## src/rtl/const_lut_pkg.sv

```systemverilog
// Shared types, default constant table and default-value helper for const_lut.
package const_lut_pkg;

  typedef enum logic {
    INIT  = 1'b0,
    READY = 1'b1
  } lut_state_t;

  localparam int unsigned NUM_DEFAULTS = 8;
  localparam int unsigned MAX_DATA_W   = 64;

  // Power-on constants for entries 0..7: 100, 10, 5, 2, 1, 0, -1, -30.
  localparam logic [7:0] DEFAULT_VALS [NUM_DEFAULTS] = '{
    8'd100, 8'd10, 8'd5, 8'd2, 8'd1, 8'd0, 8'hFF, 8'hE2
  };

  // Default for entry idx, sign-extended and masked to data_w bits; entries
  // beyond the constant list default to zero. Callers truncate to their width.
  function automatic logic [MAX_DATA_W-1:0] default_value(input int unsigned idx,
                                                          input int unsigned data_w);
    logic [MAX_DATA_W-1:0] v;
    v = '0;
    if (idx < NUM_DEFAULTS) begin
      v = {{(MAX_DATA_W-8){DEFAULT_VALS[idx[2:0]][7]}}, DEFAULT_VALS[idx[2:0]]};
    end
    if (data_w < MAX_DATA_W) begin
      v &= ~({MAX_DATA_W{1'b1}} << data_w);
    end
    return v;
  endfunction

endpackage

```

## src/rtl/const_lut_if.sv

```systemverilog
// Read/write/control bundle between instruction decode and the constant table.
interface const_lut_if #(
  parameter int IDX_W  = 3,
  parameter int DATA_W = 8
);

  logic              restore;
  logic              rd_en;
  logic [IDX_W-1:0]  rd_idx;
  logic [DATA_W-1:0] rd_data;
  logic              rd_valid;
  logic              rd_err;
  logic              wr_en;
  logic [IDX_W-1:0]  wr_idx;
  logic [DATA_W-1:0] wr_data;
  logic              ready;

  // Requester side (decode / test driver).
  modport master (
    output restore, rd_en, rd_idx, wr_en, wr_idx, wr_data,
    input  rd_data, rd_valid, rd_err, ready
  );

  // Table side.
  modport slave (
    input  restore, rd_en, rd_idx, wr_en, wr_idx, wr_data,
    output rd_data, rd_valid, rd_err, ready
  );

endinterface

```

## src/rtl/const_lut_init_seq.sv

```systemverilog
// Reload sequencer: walks every entry writing its default after reset or a
// restore request, then hands the single table write port to the user.
module const_lut_init_seq
  import const_lut_pkg::*;
#(
  parameter int IDX_W  = 3,
  parameter int DATA_W = 8
) (
  input  logic              i_clk,
  input  logic              i_reset,
  input  logic              i_restore,
  input  logic              i_wr_en,
  input  logic [IDX_W-1:0]  i_wr_idx,
  input  logic [DATA_W-1:0] i_wr_data,
  output logic              o_ready,
  output logic              o_mem_we,
  output logic [IDX_W-1:0]  o_mem_idx,
  output logic [DATA_W-1:0] o_mem_data
);

  localparam logic [0:0]       ST_INIT  = INIT;
  localparam logic [0:0]       ST_READY = READY;
  localparam logic [IDX_W-1:0] LAST_IDX = '1;

  logic [0:0]        r_state;
  logic [IDX_W-1:0]  r_init_idx;
  logic [DATA_W-1:0] w_def;

  assign w_def = DATA_W'(default_value(32'(r_init_idx), DATA_W));

  // Sequencer state: step through the table in INIT, wait for restore in READY.
  // NOTE: state registers use non-blocking assignment so every flop samples
  // pre-edge values regardless of block ordering.
  always_ff @(posedge i_clk) begin
    if (i_reset) begin
      r_state    <= ST_INIT;
      r_init_idx <= '0;
    end else begin
      case (r_state)
        ST_INIT: begin
          if (r_init_idx == LAST_IDX) begin
            r_state    <= ST_READY;
            r_init_idx <= '0;
          end else begin
            r_init_idx <= r_init_idx + IDX_W'(1);
          end
        end
        ST_READY: begin
          if (i_restore) r_state <= ST_INIT;
        end
        default: r_state <= ST_INIT;
      endcase
    end
  end

  // Write-port mux: the sequencer owns the port during INIT, the user otherwise.
  // NOTE: every output gets a default first so no path through this block
  // leaves a value unassigned and infers a latch.
  always_comb begin
    o_ready    = 1'b0;
    o_mem_we   = 1'b0;
    o_mem_idx  = i_wr_idx;
    o_mem_data = i_wr_data;
    if (r_state == ST_INIT) begin
      o_mem_we   = !i_reset;
      o_mem_idx  = r_init_idx;
      o_mem_data = w_def;
    end else begin
      o_ready    = 1'b1;
      o_mem_we   = i_wr_en && !i_reset;
    end
  end

endmodule

```

## src/rtl/const_lut.sv

```systemverilog
// Writable constant table: storage, registered read with write-first bypass,
// and dropped-read error flag. Sits between decode and the ALU operand mux.
module const_lut
  import const_lut_pkg::*;
#(
  parameter int IDX_W  = 3,
  parameter int DATA_W = 8
) (
  input  logic        i_clk,
  input  logic        i_reset,
  const_lut_if.slave  bus
);

  localparam int DEPTH = 2**IDX_W;

  logic [DATA_W-1:0] r_mem [DEPTH];
  logic [DATA_W-1:0] r_rd_data;
  logic              r_rd_valid;
  logic              r_rd_err;

  logic              w_ready;
  logic              w_mem_we;
  logic [IDX_W-1:0]  w_mem_idx;
  logic [DATA_W-1:0] w_mem_data;
  logic              w_rd_accept;
  logic [DATA_W-1:0] w_rd_word;

  const_lut_init_seq #(
    .IDX_W  (IDX_W),
    .DATA_W (DATA_W)
  ) u_init_seq (
    .i_clk      (i_clk),
    .i_reset    (i_reset),
    .i_restore  (bus.restore),
    .i_wr_en    (bus.wr_en),
    .i_wr_idx   (bus.wr_idx),
    .i_wr_data  (bus.wr_data),
    .o_ready    (w_ready),
    .o_mem_we   (w_mem_we),
    .o_mem_idx  (w_mem_idx),
    .o_mem_data (w_mem_data)
  );

  assign w_rd_accept = bus.rd_en && w_ready;

  // Write-first: a read colliding with this cycle's write returns the new data.
  assign w_rd_word = (w_mem_we && (w_mem_idx == bus.rd_idx)) ? w_mem_data
                                                              : r_mem[bus.rd_idx];

  // Table storage, written by the sequencer or the user through one port.
  // NOTE: the array has no reset; the INIT sweep rewrites every entry, so
  // clearing it would only cost a reset tree on every storage bit.
  always_ff @(posedge i_clk) begin
    if (w_mem_we) r_mem[w_mem_idx] <= w_mem_data;
  end

  // Read pipeline: capture accepted reads, flag reads dropped while not ready.
  always_ff @(posedge i_clk) begin
    if (i_reset) begin
      r_rd_data  <= '0;
      r_rd_valid <= 1'b0;
      r_rd_err   <= 1'b0;
    end else begin
      r_rd_valid <= w_rd_accept;
      r_rd_err   <= bus.rd_en && !w_ready;
      if (w_rd_accept) r_rd_data <= w_rd_word;
    end
  end

  assign bus.rd_data  = r_rd_data;
  assign bus.rd_valid = r_rd_valid;
  assign bus.rd_err   = r_rd_err;
  assign bus.ready    = w_ready;

endmodule

```

## src/flat_wrapper.sv

```systemverilog
// flat-port wrapper written by rule: the top's interface ports become plain ports
module const_lut_flat import const_lut_pkg::*;
#(
  parameter int IDX_W  = 3,
  parameter int DATA_W = 8
)
  (i_clk, i_reset, bus_restore, bus_rd_en, bus_rd_idx, bus_wr_en, bus_wr_idx, bus_wr_data, bus_rd_data, bus_rd_valid, bus_rd_err, bus_ready);
  const_lut_if #(.IDX_W(IDX_W), .DATA_W(DATA_W)) bus_i ();
  input  logic i_clk;
  input  logic i_reset;
  input wire logic [$bits(bus_i.restore)-1:0] bus_restore;
  input wire logic [$bits(bus_i.rd_en)-1:0] bus_rd_en;
  input wire logic [$bits(bus_i.rd_idx)-1:0] bus_rd_idx;
  input wire logic [$bits(bus_i.wr_en)-1:0] bus_wr_en;
  input wire logic [$bits(bus_i.wr_idx)-1:0] bus_wr_idx;
  input wire logic [$bits(bus_i.wr_data)-1:0] bus_wr_data;
  output wire logic [$bits(bus_i.rd_data)-1:0] bus_rd_data;
  output wire logic [$bits(bus_i.rd_valid)-1:0] bus_rd_valid;
  output wire logic [$bits(bus_i.rd_err)-1:0] bus_rd_err;
  output wire logic [$bits(bus_i.ready)-1:0] bus_ready;
  assign bus_i.restore = bus_restore;
  assign bus_i.rd_en = bus_rd_en;
  assign bus_i.rd_idx = bus_rd_idx;
  assign bus_i.wr_en = bus_wr_en;
  assign bus_i.wr_idx = bus_wr_idx;
  assign bus_i.wr_data = bus_wr_data;
  assign bus_rd_data = bus_i.rd_data;
  assign bus_rd_valid = bus_i.rd_valid;
  assign bus_rd_err = bus_i.rd_err;
  assign bus_ready = bus_i.ready;
  const_lut #(.IDX_W(IDX_W), .DATA_W(DATA_W)) u_core (.i_clk(i_clk), .i_reset(i_reset), .bus(bus_i));
endmodule
```

## config.mk

```make
export PLATFORM = sky130hd
export DESIGN_NAME = const_lut_flat
export DESIGN_NICKNAME = d
export VERILOG_FILES = /design/src/rtl/const_lut_pkg.sv /design/src/rtl/const_lut_if.sv /design/src/rtl/const_lut_init_seq.sv /design/src/rtl/const_lut.sv /design/src/flat_wrapper.sv
export SDC_FILE = /design/constraint.sdc
export NUM_CORES = 1
export LEC_CHECK = 0
export CAP_MARGIN = 10
export CORE_MARGIN = 3
export CORE_UTILIZATION = 55
export CTS_CLUSTER_DIAMETER = 120
export DETAILED_ROUTE_END_ITERATION = 8
export MAX_ROUTING_LAYER = met4
export PLACE_DENSITY = 0.88
export SETUP_SLACK_MARGIN = 0.15
export SYNTH_ARGS = -nofsm -noshare
export SYNTH_HDL_FRONTEND = slang
export SYNTH_HIERARCHICAL = 1
export SYNTH_SLANG_ARGS = --single-unit
```

## constraint.sdc

```tcl
create_clock -name i_clk -period 3.5 [get_ports i_clk]
set_clock_uncertainty 0.2 [all_clocks]
set_input_delay 0.875 -clock i_clk [delete_from_list [all_inputs] [get_ports i_clk]]
set_output_delay 0.875 -clock i_clk [all_outputs]
set_load 0.01 [all_outputs]
```

# Word-level counts from Yosys, hierarchy flattened
# Memory sizes are Yosys's and may differ from the RTL's. A register that Yosys moved wholly into a read port is not among the register bits.
# Index checks and enable logic that the tools add are counted.
# classes
addsub	1
n_mul	0
div_mod_pow	0
order_cmp	1
n_eq_ne	1
shift	0
muxes	12
bitwise_logic	2
n_reduce_logical	5
# op_table
operator	n
8-bit 2-to-1 mux	3
1-bit 2-to-1 mux	6
3-bit 2-to-1 mux	2
4-bit >= comparator (second input constant)	1
3-bit NOT with 4-bit output	1
3-bit by 1-bit adder with 3-bit output (second input constant)	1
3-bit == test (second input constant)	1
1-bit logical AND	3
1-bit logical NOT	2
1-bit case mux with 2 select lines	1
1-bit NOT	1
# word_totals
ff_bits	6
latchBits	0
ramBits	64
romBits	64
output_inout_bits	11
wordCells	28
memories	2
# memory_table
name	words	width	read_ports	rd_ports_with_merged_regs	wr	line	source
(name not given)	8	8	1	0	0	const_lut_pkg.sv:24	v = {{(MAX_DATA_W-8){DEFAULT_VALS[idx[2:0]][7]}}, DEFAULT_VALS[idx[2:0]]};
u_core.r_mem	8	8	1	1	1	const_lut.sv:16	logic [DATA_W-1:0] r_mem [DEPTH];

# Depth between registers and ports, before layout
# logic_depth
depth_word	5
ltp_mapped	8

# By module
# The synthesis kept the hierarchy.
# modules_own_cells
mod	n_inst	cells_each	area_per_inst_um2	seq_area_each_um2
const_lut	1	151	2927.8	2122.0
const_lut_init_seq	1	56	422.9	80.1

# Worst setup path after synthesis
# OpenSTA, ideal clock, no wires.
# synth_timing
kind	input port to flip-flop
startpoint	input bus_wr_idx[2]
endpoint	memory u_core.r_mem[0][0] (enable)
setup_time_ns	0.383
t_arrival_ns	1.950
setup_slack_ns	0.967
cell_stages	3
n_path_buf	0
path_cell_list	mux2_2 -> nand2b_1 -> nor3_1
# synth_via
elab_chain_len	1
# synth_lines
item	line	source
start: declaration	flat_wrapper.sv:15	input wire logic [$bits(bus_i.wr_idx)-1:0] bus_wr_idx;
3-bit 2-to-1 mux	const_lut_init_seq.sv:64	if (r_state == ST_INIT) begin
end: declaration	const_lut.sv:16	
# No other way between the ends.

==> impl_results.md <==
* Arrival time reported for the critical path endpoint at 2840 ps
* Pins Over Slew Limit at 0
* Maximum clock rate at 357.1 MHz
* Commonest cells post-synth: sky130_fd_sc_hd__edfxtp_1 (64), sky130_fd_sc_hd__nand2_1 (19), sky130_fd_sc_hd__mux2i_1 (15)
* HPWL after detailed placement at 4.696 mm
* Result of the run: finished clean
* DIE HEIGHT at 84.05 um
* Worst path bufs/invs at 1
* Minimum clock period at 2800 ps
* Worst ir drop on vdd at 0.0003118 V
* Final worst path period share at 0.8001
* Finished layout cell area at 0.003993 sq mm
* Class of the tightest hold or removal check: reg -> reg
* Critical Path End Type: flip-flop
* Max-cap check violation count at 0
* Type of the worst setup path: in -> reg
* Number of endpoints with negative hold slack in the final report at 0
* Top post-synthesis cells by area: sky130_fd_sc_hd__edfxtp_1 (57%), sky130_fd_sc_hd__dfxtp_1 (8.4%), sky130_fd_sc_hd__mux4_1 (6.3%)
* Maximum level of the CTS H-tree at 3
* Number of sinks driven by the clock tree at 78
* Leakage at 1.404 nW
* Setup repair bufs after CTS at 0
* Clock latency reported for the late side of the worst-skew pair at 330 ps
* Cell Area, Synth at 0.003351 sq mm
* FILL cells at 383
* Detailed router's first-iteration violation count at 172
* Global Route Usage Sum at 0.2142
* Post-DR wirelength/cell at 20.69 um
* Via count at 1,917
* Post-CTS clock slew at the launch and capture registers of the worst setup and hold paths at 70 ps
* First-pass GRT wire length at 10.78 mm
* Launching element type of the critical path: input port
* Net count of the finished layout at 275
* Setup repair after global routing missed its margin: false
* Fin Setup TNS at 0 ps
* Gate count of the mapped netlist at 207
* Grt met3 use at 0.03949
* Portion of synthesized cell area occupied by the leading cell type at 0.5736
* Number of warnings issued by yosys at 6
* Global routing usage on met2 at 0.3393
* Cell with the largest stage delay on the worst path: sky130_fd_sc_hd__or4_1
* Starting density of the core at 0.5869
* Die outline width at 84.05 um
* CTS tree: done
* Remaining antenna violation count at 0
* Largest stage delay on the critical path at 720 ps
* Fraction of final layout cells sized beyond drive strength 1 at 0.1602
* Number of hold buffers added after cts at 0
* Total die area at 0.007064 sq mm
* GR Layer Usage met1 at 0.2639
* Post-Place Worst Slack at 368.3 ps
* Total power of the final layout at 2.009 mW
* GRT overflow at 0
* Routed wire length at 6.787 mm
* Number of global-route vias before repair at 1,939
* Post-synth EDFFs at 64
* Post-synth net total at 231
* Crit path max-delay family: simple AND/OR/NAND/NOR gates
* Total of flip-flops plus latches after synthesis at 78
* Min setup slack post-route at 699.6 ps
* Root buffer cell: sky130_fd_sc_hd__clkbuf_8
* Worst-path fanout max at 8
* Diodes inserted at 0
* Power per cell area at 503.2 mW/mm^2
* Placement row count at 27
* Worst slew slack as a fraction of its limit at 0.2211
* Gpl congestion at 0.7583
* Most frequent cell after synthesis: sky130_fd_sc_hd__edfxtp_1
* Pin count of the biggest net entering global routing at 19
* # resized after CTS at 0
* Critical path data required time at 3540 ps
* Number of antenna violations at the first check in global routing at 0
* Register area share after synthesis at 0.6572
* Count of unresolved DRC violations after routing at 0
* Post-synthesis area per instance at 16.19 sq um
* Synth unique cells at 31
* Area growth, synth to finish at 19.16%
* Number of buffers added by the clock tree synthesis step at 9
* Most congested layer reported by global routing: met2
* Primary FF master, synth: sky130_fd_sc_hd__edfxtp_1
* Router iterations before antenna repair at 4
* Area leader, netlist: sky130_fd_sc_hd__edfxtp_1
* Transition at the pin with the smallest max-transition slack at 1156 ps
* Area inside the core boundary at 0.005709 sq mm
* Number of vias per cell after detailed routing at 5.845
* I/O Pins at 30
* Deepest clock path buffer count at 2
* Number of setup violations in the final report at 0
* Share of async-settable or async-resettable flops after synthesis at 0
* Cell Area, Placed at 0.003766 sq mm
* # port buffers at 29
* Cell chain of the critical path: clkdlybuf4s50_1 > nand2_1 > o21ai_0 > xor2_1 > or4_1 > o221ai_1
==> cells by family (layout without fill, tap and decap cells) <==
logic type,Yosys count,count (layout),synth area share
xor+xnor,3,3,0.01008
mux,32,32,0.1647
compound gates,21,21,0.04668
buf+inv,24,73,0.04033
flops,78,78,0.6572
simple gates,44,44,0.06237
fa+ha+maj,5,5,0.01867
==> flip-flops by register name (all words and copies together), names as in the netlist <==
register and cells:
u_core/r_mem 64, u_core/bus.rd_data 8, u_core/u_init_seq/r_init_idx 3, u_core/bus.rd_err 1, u_core/bus.rd_valid 1, u_core/u_init_seq/r_state 1
==> placed cells by master, fill, tap and decap left out, types with 3 or more instances in the layout <==
cell                              netlist  layout
sky130_fd_sc_hd__clkdlybuf4s50_1        0      29
sky130_fd_sc_hd__clkbuf_8               0      11
sky130_fd_sc_hd__nand2_1               19      19
sky130_fd_sc_hd__nor2b_1                3       3
sky130_fd_sc_hd__mux4_2                 8       8
sky130_fd_sc_hd__dfxtp_1               14      14
sky130_fd_sc_hd__nor2_1                10      10
sky130_fd_sc_hd__o21ai_0                6       6
sky130_fd_sc_hd__buf_4                  1      13
sky130_fd_sc_hd__a21oi_1                3       3
sky130_fd_sc_hd__inv_1                 14      14
sky130_fd_sc_hd__mux4_1                 8       8
sky130_fd_sc_hd__mux2i_1               15      15
sky130_fd_sc_hd__edfxtp_1              64      64
sky130_fd_sc_hd__o221ai_1               8       8
sky130_fd_sc_hd__ha_1                   5       5
sky130_fd_sc_hd__nand2b_1               5       5
==> cell type report <==
class,instances,area (sq um),share of cell area
clock inverters,3,67.56,0.01692
flip-flops and latches,78,2202,0.5516
multi-input cells,105,1013,0.2538
clock buffers,13,158.9,0.03980
inverters,14,52.55,0.01316
repair buffers,43,407.9,0.1022
well taps,72,90.09,0.02256
==> layer usage <==
metal / vias up / wire, um
li1: 884 / -
met1: 944 / 2818
met2: 77 / 3473
met3: 12 / 353
met4: 0 / 142
met5: - / 0
==> power by group <==
part,switching [mW],leakage [nW],internal [mW],total (mW)
Sequential,0.0144,0.699,1.06,1.07
Clock,0.298,0.110,0.442,0.739
Combinational,0.113,0.594,0.0832,0.197
==> final timing paths <==
kind / from / to / slack, ps / cells past startpoint
max: bus_wr_idx[1] / u_core/bus.rd_data[1] / 700 / 6
max reg2reg: u_core/u_init_seq/r_init_idx[0] / u_core/bus.rd_data[1] / 910 / 5
min reg2reg: u_core/bus.rd_data[0] / u_core/bus.rd_data[0] / 280 / 2
min: u_core/bus.rd_data[0] / u_core/bus.rd_data[0] / 280 / 2
==> per-stage QoR <==
| step | hold slack (ps) | std cells | utilization |
|---|---|---|---|
| 6_report | 284.0 | 328 | 0.6993 |
| 5_1_grt | 315.7 | 328 | 0.6993 |
| 4_1_cts | 287.9 | 328 | 0.6993 |
| 3_5_place_dp | 268.1 | 312 | 0.6597 |
| 3_3_place_gp | 247.1 | 312 | 0.6597 |
| 2_1_floorplan | 300.0 | 207 | - |
==> worst register-to-register path, cell delays in order, from the launching register on <==
cell	delay [ps]
sky130_fd_sc_hd__dfxtp_1	440
sky130_fd_sc_hd__inv_1	130
sky130_fd_sc_hd__o21ai_0	620
sky130_fd_sc_hd__xor2_2	180
sky130_fd_sc_hd__or4_1	680
sky130_fd_sc_hd__o221ai_1	260
No activity file was read; power rests on OpenSTA's default activity.
